`config.mk`:
```
export PLATFORM = sky130hd
export DESIGN_NAME = player_draw_datapath
export DESIGN_NICKNAME = d
export VERILOG_FILES = /design/src/rtl/player_pkg.sv /design/src/rtl/player_sprite_rom.sv /design/src/rtl/player_draw_datapath.sv
export SDC_FILE = /design/constraint.sdc
export NUM_CORES = 1
export LEC_CHECK = 0
export CORE_MARGIN = 2
export CORE_UTILIZATION = 55
export CTS_BUF_LIST = sky130_fd_sc_hd__clkbuf_4
export CTS_CLUSTER_SIZE = 30
export DETAILED_ROUTE_END_ITERATION = 10
export PLACE_DENSITY = 0.83
export SLEW_MARGIN = 15
export SYNTH_ARGS = -nofsm -noshare
export SYNTH_HDL_FRONTEND = slang
export SYNTH_SLANG_ARGS = --single-unit
```
`constraint.sdc`:
```
create_clock -name clk -period 5.67 [get_ports clk]
set_input_delay 1.134 -clock clk [delete_from_list [all_inputs] [get_ports clk]]
set_output_delay 1.134 -clock clk [all_outputs]
set_load 0.1 [all_outputs]
```
`src/rtl/player_pkg.sv`:
```
// Shared constants for the player movement FSM and its draw datapath.
// Screen geometry, coordinate widths, sprite size and palette live here.
package player_pkg;

    localparam int SCREEN_W = 160;
    localparam int SCREEN_H = 120;
    localparam int X_W      = 8;
    localparam int Y_W      = 7;
    localparam int COLOUR_W = 3;
    localparam int CNT_W    = 4;

    localparam int SPRITE_W   = 10;
    localparam int SPRITE_H   = 10;
    localparam int PIXEL_LAST = SPRITE_W * SPRITE_H - 1;  // FSM draw counter terminal count
    localparam int LANES      = 4;

    localparam logic [COLOUR_W-1:0] BG_COLOUR     = 3'b000;
    localparam logic [COLOUR_W-1:0] SPRITE_COLOUR = 3'b010;

endpackage

```
`src/rtl/player_sprite_rom.sv`:
```
// Combinational 10x10 ship mask; row/col outside the sprite read as clear.
// The shape is left/right symmetric, so column bit order is immaterial.
module player_sprite_rom
    import player_pkg::*;
(
    input  logic [CNT_W-1:0] row,
    input  logic [CNT_W-1:0] col,
    output logic             mask
);

    logic [9:0] row_bits;

    always_comb begin
        row_bits = 10'b0000000000;
        case (row)
            4'd0: row_bits = 10'b0000110000;
            4'd1: row_bits = 10'b0000110000;
            4'd2: row_bits = 10'b0001111000;
            4'd3: row_bits = 10'b0001111000;
            4'd4: row_bits = 10'b0011111100;
            4'd5: row_bits = 10'b0111111110;
            4'd6: row_bits = 10'b1111111111;
            4'd7: row_bits = 10'b1111111111;
            4'd8: row_bits = 10'b0011001100;
            4'd9: row_bits = 10'b0100000010;
            default: row_bits = 10'b0000000000;
        endcase
    end

    always_comb begin
        mask = 1'b0;
        if (col <= 4'd9)
            mask = row_bits[4'd9 - col];
    end

endmodule

```
`src/rtl/player_draw_datapath.sv`:
```
// Player sprite draw datapath: latches the lane from the movement FSM and
// walks the sprite window during erase/draw, one registered pixel per clock.
module player_draw_datapath
    import player_pkg::*;
#(
    parameter int                   X_BASE        = 20,
    parameter int                   LANE_STEP     = 30,
    parameter int                   PLAYER_Y      = 100,
    parameter int                   SPRITE_W      = player_pkg::SPRITE_W,
    parameter int                   SPRITE_H      = player_pkg::SPRITE_H,
    parameter logic [COLOUR_W-1:0]  SPRITE_COLOUR = player_pkg::SPRITE_COLOUR,
    parameter logic [COLOUR_W-1:0]  BG_COLOUR     = player_pkg::BG_COLOUR
) (
    input  logic                clk,
    input  logic                reset,
    input  logic                ld_pos1,
    input  logic                ld_pos2,
    input  logic                ld_pos3,
    input  logic                ld_pos4,
    input  logic                in_erase,
    input  logic                in_draw,
    output logic [X_W-1:0]      x,
    output logic [Y_W-1:0]      y,
    output logic [COLOUR_W-1:0] colour,
    output logic                plot,
    output logic                pass_done
);

    logic [1:0]          lane_p0;
    logic [CNT_W-1:0]    col_p0;
    logic [CNT_W-1:0]    row_p0;
    logic                active_p0;
    logic                col_last_p0;
    logic                row_last_p0;
    logic                mask_p0;
    logic [X_W-1:0]      x_next_p0;
    logic [Y_W-1:0]      y_next_p0;
    logic [COLOUR_W-1:0] colour_next_p0;

    logic [X_W-1:0]      x_p1;
    logic [Y_W-1:0]      y_p1;
    logic [COLOUR_W-1:0] colour_p1;
    logic                vld_p1;
    logic                done_p1;

    assign active_p0   = in_erase | in_draw;
    assign col_last_p0 = (col_p0 == CNT_W'(SPRITE_W - 1));
    assign row_last_p0 = (row_p0 == CNT_W'(SPRITE_H - 1));

    always_ff @(posedge clk or posedge reset) begin
        if (reset)
            lane_p0 <= 2'd0;
        else if (ld_pos1)
            lane_p0 <= 2'd0;
        else if (ld_pos2)
            lane_p0 <= 2'd1;
        else if (ld_pos3)
            lane_p0 <= 2'd2;
        else if (ld_pos4)
            lane_p0 <= 2'd3;
    end

    // Counters clear whenever idle so every pass starts at the top-left pixel.
    always_ff @(posedge clk or posedge reset) begin
        if (reset) begin
            col_p0 <= '0;
            row_p0 <= '0;
        end else if (!active_p0) begin
            col_p0 <= '0;
            row_p0 <= '0;
        end else if (col_last_p0) begin
            col_p0 <= '0;
            row_p0 <= row_last_p0 ? '0 : row_p0 + 1'b1;
        end else begin
            col_p0 <= col_p0 + 1'b1;
        end
    end

    player_sprite_rom u_rom (
        .row  (row_p0),
        .col  (col_p0),
        .mask (mask_p0)
    );

    // Erase wins when both state flags are raised.
    always_comb begin
        x_next_p0      = X_W'(X_BASE) + X_W'(lane_p0) * X_W'(LANE_STEP) + X_W'(col_p0);
        y_next_p0      = Y_W'(PLAYER_Y) + Y_W'(row_p0);
        colour_next_p0 = BG_COLOUR;
        if (in_draw && !in_erase && mask_p0)
            colour_next_p0 = SPRITE_COLOUR;
    end

    // ---- stage p0 -> p1: registered pixel to the VGA adapter ----
    always_ff @(posedge clk or posedge reset) begin
        if (reset) begin
            x_p1      <= '0;
            y_p1      <= '0;
            colour_p1 <= BG_COLOUR;
            vld_p1    <= 1'b0;
            done_p1   <= 1'b0;
        end else if (active_p0) begin
            x_p1      <= x_next_p0;
            y_p1      <= y_next_p0;
            colour_p1 <= colour_next_p0;
            vld_p1    <= 1'b1;
            done_p1   <= col_last_p0 & row_last_p0;
        end else begin
            vld_p1    <= 1'b0;
            done_p1   <= 1'b0;
        end
    end

    assign x         = x_p1;
    assign y         = y_p1;
    assign colour    = colour_p1;
    assign plot      = vld_p1;
    assign pass_done = done_p1;

endmodule

```
==> results of run 1 <==
==> metrics by stage <==
stage          std cells  util, %  cell area (um^2)  hold slack [ns]
5_1_grt              210     67.3              1810            0.522
6_report             210     67.3              1810            0.496
2_1_floorplan        156        -              1520            0.520
3_3_place_gp         206     66.1              1780            0.459
3_5_place_dp         206     66.1              1780            0.466
4_1_cts              210     67.3              1810            0.505
==> cell type report <==
class                           instances  area (um^2)  area share [%]
Clock buffer                            3         22.5            1.25
Clock inverter                          1         7.51           0.416
Inverter                               14         52.6            2.91
Multi-Input combinational cell        108          752            41.6
Sequential cell                        27          676            37.4
Tap cell                               31         38.8            2.15
Timing Repair Buffer                   26          258            14.3
==> path summary, 6_finish.rpt <==
| check | startpoint | slack, ns | endpoint |
|---|---|---|---|
| worst max-delay path | y[5] | 2.68 | y[5] |
| worst min-delay path | x[1] | 0.50 | x[1] |
| worst max register to register | lane_p0[0] | 3.18 | x[6] |
| worst min register to register | x[1] | 0.50 | x[1] |
| max in group asynchronous | reset | 3.73 | col_p0[0] |
| min in group asynchronous | reset | 1.33 | y[3] |
==> cells in the mapped netlist (2+ instances only) <==
library cell  count  area [um^2]
ha_1             16          200
inv_1            13         48.8
a21o_1            2         15.0
nor3_1            4         20.0
buf_4             3         22.5
o21ai_0           8         40.0
dfrtp_1          27          676
and3_1            3         18.8
xor2_1            4         35.0
or3_1             2         12.5
a21oi_1           8         40.0
xnor2_1           3         26.3
nand2_1          22         82.6
buf_2             3         15.0
nor4b_1           2         17.5
nor2_1           13         48.8
==> where the power goes <==
part	total (mW)	switching, mW	internal, mW
Clock	0.0845	0.0575	0.0270
Combinational	0.462	0.315	0.147
Sequential	0.266	0.0367	0.229
Total	0.812	0.409	0.403
==> cells by family after synthesis <==
group / Yosys count / share of synthesized area [%]
AO/OA/AOI/OAI: 25 / 11.1
XOR/XNOR: 7 / 4.04
AND/OR/NAND/NOR: 55 / 17.6
other: 1 / 0.247
flip-flops: 27 / 44.5
multiplexers: 2 / 1.73
adder cells (fa/ha/maj): 17 / 14.5
buffers and inverters: 21 / 6.18
==> sequential cells by signal, indices dropped and copies added (netlist names) <==
register,cells
lane_p0,2
row_p0,4
x,8
colour,1
col_p0,4
y,6
pass_done,1
plot,1
==> metal layers <==
layer	track usage (%)	up-vias
li1	-	559
met1	24.0	543
met2	32.9	29
met3	2.53	7
met4	8.50	0
met5	0	-
==> results.sh, run 1 <==
export IMPL_run_status="completed"
export IMPL_max_clock_path_buffers=2
export IMPL_grt_overflow_total=0
export IMPL_crit_family="buffers and inverters"
export IMPL_worst_path_max_delay_cell="clkdlybuf4s50_1"
export IMPL_layout_area_overhead_vs_synth_pct=19.0
export IMPL_synth_sequential_area_ratio_pct=44.5
export IMPL_rsz0062_at_grt="no"
export IMPL_globalRouteTotalUtil_pct=19.2
export IMPL_global_route_wire_length_before_repair_mm=4.81
export IMPL_worst_hold_path_type="register to register"
export IMPL_fmaxAchievable_ghz=0.335
export IMPL_detailed_place_hpwl_mm=2.11
export IMPL_clkLatencyLatePin_ns=0.33
export IMPL_setup_viol_count_final=0
export IMPL_layout_min_cycle_time_ns=2.99
export IMPL_crit_path_cell_trace="clkdlybuf4s50_1"
export IMPL_ir_worst_vdd_v=0.000541
export IMPL_postCtsResizedCells=0
export IMPL_critPathRequiredTime_ns=4.54
export IMPL_timing_critical_path_buf_inv=1
export IMPL_synthDistinctLibCells=38
export IMPL_antenna_cells=0
export IMPL_drt_total_wl_mm=2.79
export IMPL_syn_cell_area_mm2=0.00152
export IMPL_dr_max_layer_used="met4"
export IMPL_placement_setup_worst_slack_ns=2.82
export IMPL_postSynthRegisterBits=27
export IMPL_worst_path_max_stage_delay_ns=1.14
export IMPL_viasPerCell=5.42
export IMPL_fin_crit_sh_pct=52.7
export IMPL_relSlewSlack_pct=32.2
export IMPL_worst_setup_slack_after_layout_ns=2.68
export IMPL_fillers=219
export IMPL_crit_path_end_kind="output pin"
export IMPL_clk_sink_count=27
export IMPL_synth_edff_count=0
export IMPL_row_count=19
export IMPL_drc=0
export IMPL_path_max_fanout=3
export IMPL_detail_route_first_pass_iterations=6
export IMPL_worst_setup_path_type="register to output pin"
export IMPL_max_slew_worst_pin_slew_ns=1.02
export IMPL_route_detailed_wl_per_inst_um=13.3
export IMPL_port_buffer_count=25
export IMPL_final_hold_viol_count=0
export IMPL_drtAntennaViolNets=0
export IMPL_power_density_cell_area_mw_per_mm2=450
export IMPL_pnr_total_power_mw=0.812
export IMPL_drv_cap=0
export IMPL_final_layout_size_suffix_gt1_share_pct=6.70
export IMPL_core_area_mm2=0.00269
export IMPL_vias_in_the_first_global_route=1117
export IMPL_setup_total_negative_slack_ns=0
export IMPL_cts_tree="yes"
export IMPL_worstPathArrival_ns=1.86
export IMPL_num_io_pins=28
export IMPL_place_congestion=0.762
export IMPL_route_vias_total=1138
export IMPL_synth_warning_count=0
export IMPL_mostFrequentLayoutCell="dfrtp_1"
export IMPL_clkTransAtPathRegs_ns=0.15
export IMPL_stages_on_worst_setup_path=1
export IMPL_detailroute_wirelength_met2_mm=1.36
export IMPL_fp_dieW_um=56.5
export IMPL_detailed_route_wire_length_on_metal_1_mm=1.22
export IMPL_post_synth_cell_area_avg_um2=9.79
export IMPL_die_h_um=56.5
export IMPL_maximum_number_of_pins_on_one_net_before_global_route_repair=28
export IMPL_dr_wl_met3_um=141
export IMPL_clock_tree_root_cell="clkbuf_4"
export IMPL_dieArea_mm2=0.00320
export IMPL_maxSlewViolCount=0
export IMPL_cts_hold_buffers=0
export IMPL_h_tree_depth=1
export IMPL_drt_first_iter_violations=41
export IMPL_synthCells=155
export IMPL_p_leak_nw=0.859
export IMPL_cts_buffers=3
export IMPL_fin_skew_ns=0.00608
export IMPL_floorplan_initialDensity_pct=56.5
export IMPL_final_cell_mix="dfrtp_1, clkdlybuf4s50_1, nand2_1"
export IMPL_final_nets=205
export IMPL_worstSetupStartpointType="register"
export IMPL_holdPathStages=2
export IMPL_antenna_found_initial=0
export IMPL_ys_async_sr_fraction_pct=100
export IMPL_cts_post_setup_buffers_inserted=0
export IMPL_rr_worst_depth=12
export IMPL_ys_dominant_reg_cell="dfrtp_1"
(Power assumes the default switching activity.)
==> run 2: changes to the inputs <==
--- a/config.mk
+++ b/config.mk
@@ -6,11 +6,11 @@
 export NUM_CORES = 1
 export LEC_CHECK = 0
 export CORE_MARGIN = 2
-export CORE_UTILIZATION = 55
+export CORE_UTILIZATION = 48
 export CTS_BUF_LIST = sky130_fd_sc_hd__clkbuf_4
 export CTS_CLUSTER_SIZE = 30
 export DETAILED_ROUTE_END_ITERATION = 10
-export PLACE_DENSITY = 0.83
+export PLACE_DENSITY = 0.77
 export SLEW_MARGIN = 15
 export SYNTH_ARGS = -nofsm -noshare
 export SYNTH_HDL_FRONTEND = slang
==> constraint.sdc (replaced) <==
create_clock -name clk -period 2.7 [get_ports clk]
set_input_delay 0.54 -clock clk [delete_from_list [all_inputs] [get_ports clk]]
set_output_delay 0.54 -clock clk [all_outputs]
set_load 0.1 [all_outputs]
==> run 2 against run 1 <==
Combinational power up 110%. Clock power up 120%. Cell count up 7.1%. Sequential power up 110%. Via count down 0.26%. First-iteration DRC count down 46%. Critical path depth up 11. Cell area down 0.69%. Clock-buffer cell count unchanged. Wire length up 2.2%. Critical endpoint is now x[6]. Largest cell class unchanged.
==> results.sh, run 2 (same netlist as run 1, synthesis figures left out) <==
export IMPL_run_status="completed"
export IMPL_row_count=20
export IMPL_worst_hold_path_type="register to register"
export IMPL_antenna_cells=0
export IMPL_worst_path_max_stage_delay_ns=0.41
export IMPL_port_buffer_count=25
export IMPL_cts_buffers=3
export IMPL_rsz0062_at_grt="no"
export IMPL_final_nets=207
export IMPL_dieArea_mm2=0.00363
export IMPL_setup_total_negative_slack_ns=0
export IMPL_core_area_mm2=0.00303
export IMPL_p_leak_nw=0.888
export IMPL_detail_route_first_pass_iterations=4
export IMPL_h_tree_depth=1
export IMPL_crit_path_cell_trace="inv_1 > ha_1 > inv_1 > ha_1 > inv_1 > ha_1 > inv_1 > fa_1 > nand2b_1 > o21bai_1 > xnor2_1 > o21ai_0"
export IMPL_detailed_route_wire_length_on_metal_1_mm=1.25
export IMPL_clkTransAtPathRegs_ns=0.15
export IMPL_cts_tree="yes"
export IMPL_drv_cap=0
export IMPL_cts_hold_buffers=0
export IMPL_mostFrequentLayoutCell="dfrtp_1"
export IMPL_clkLatencyLatePin_ns=0.34
export IMPL_ir_worst_vdd_v=0.00108
export IMPL_worstPathArrival_ns=2.68
export IMPL_drt_first_iter_violations=22
export IMPL_clock_tree_root_cell="clkbuf_4"
export IMPL_num_io_pins=28
export IMPL_path_max_fanout=3
export IMPL_grt_overflow_total=0
export IMPL_floorplan_initialDensity_pct=50.1
export IMPL_placement_setup_worst_slack_ns=0.213
export IMPL_maximum_number_of_pins_on_one_net_before_global_route_repair=28
export IMPL_globalRouteTotalUtil_pct=18.0
export IMPL_maxSlewViolCount=0
export IMPL_layout_area_overhead_vs_synth_pct=18.2
export IMPL_crit_path_end_kind="register"
export IMPL_multiInputGateArea_um2=752
export IMPL_final_layout_size_suffix_gt1_share_pct=18.2
export IMPL_die_h_um=60.2
export IMPL_worst_setup_path_type="register to register"
export IMPL_final_cell_mix="dfrtp_1, nand2_1, buf_4"
export IMPL_number_of_non_filler_instances_in_the_completed_layout=225
export IMPL_place_congestion=0.816
export IMPL_crit_family="adder cells"
export IMPL_vias_in_the_first_global_route=1065
export IMPL_drtAntennaViolNets=0
export IMPL_fin_skew_ns=0.00378
export IMPL_route_detailed_wl_per_inst_um=12.7
export IMPL_fmaxAchievable_ghz=0.409
export IMPL_fillers=272
export IMPL_antenna_found_initial=0
export IMPL_global_route_wire_length_before_repair_mm=4.79
export IMPL_detailed_place_hpwl_mm=2.07
export IMPL_final_hold_slack_ns=0.486
export IMPL_fin_crit_sh_pct=90.6
export IMPL_viasPerCell=5.04
export IMPL_numPlacedInstances=220
export IMPL_register_area_um2=677
export IMPL_worst_path_max_delay_cell="dfrtp_1"
export IMPL_critPathRequiredTime_ns=2.94
export IMPL_worstSetupStartpointType="register"
export IMPL_finalCoreUtilization_pct=59.3
export IMPL_timing_critical_path_buf_inv=4
export IMPL_largest_reg_flops=8
export IMPL_drt_total_wl_mm=2.85
export IMPL_setup_viol_count_final=0
export IMPL_drc=0
export IMPL_final_hold_viol_count=0
export IMPL_critical_path_top_cell_by_count="inv_1"
export IMPL_detailroute_wirelength_met2_mm=1.43
export IMPL_layout_min_cycle_time_ns=2.45
export IMPL_worst_setup_slack_after_layout_ns=0.255
export IMPL_dr_wl_met3_um=129
export IMPL_max_clock_path_buffers=2
export IMPL_power_density_cell_area_mw_per_mm2=949
export IMPL_dr_max_layer_used="met4"
export IMPL_fp_dieW_um=60.2
export IMPL_clk_sink_count=27
export IMPL_route_vias_total=1135
[run 2: worst paths after layout]
check	slack (ns)	to	startpoint	depth (start not counted)
worst max-delay path	0.25	x[6]	lane_p0[0]	12
worst min-delay path	0.49	y[4]	y[4]	2
worst max register to register	0.25	x[6]	lane_p0[0]	12
worst min register to register	0.49	y[4]	y[4]	2
max in group asynchronous	1.89	lane_p0[1]	reset	3
min in group asynchronous	0.54	plot	reset	3
[run 2: area by class of cell]
type                       instances  share of cell area (%)
clock buffer                       3                    1.26
sequential                        27                    37.7
clock inverter                     1                   0.418
inverter                          14                    2.93
timing repair buffer              28                    12.7
multi-input combinational        108                    41.9
tap                               44                    3.07
[run 2: worst reg2reg max path, stage by stage, from the launching register on]
cell      delay (ns)
dfrtp_1         0.41
inv_1           0.09
ha_1            0.31
inv_1           0.05
ha_1            0.26
inv_1           0.06
ha_1            0.16
inv_1           0.06
fa_1            0.40
nand2b_1        0.17
o21bai_1        0.17
xnor2_1         0.13
o21ai_0         0.08
[run 2: repair_timing]
| action | 4_1_cts | 5_1_grt |
|---|---|---|
| setup buffers | 0 | 1 |
| setup endpoints to repair | 0 | 1 |
| resized for setup | 0 | 1 |
[run 2: power by group]
group / total (mW) / switching, mW / internal (mW)
Combinational: 0.957 / 0.664 / 0.294
Clock: 0.184 / 0.127 / 0.0569
Sequential: 0.562 / 0.0801 / 0.481
Total: 1.70 / 0.871 / 0.832
[run 2: routing by layer]
layer	global-route usage, %	vias to the layer above
li1	-	562
met1	22.5	540
met2	29.2	27
met5	0	-
met4	6.98	0
met3	5.19	6
[run 2: through the flow]
step	total power, mW	area, um^2
floorplan	1.32	1520
global placement	1.50	1760
detailed placement	1.53	1760
CTS	1.72	1790
global route	1.82	1790
finish	1.70	1790
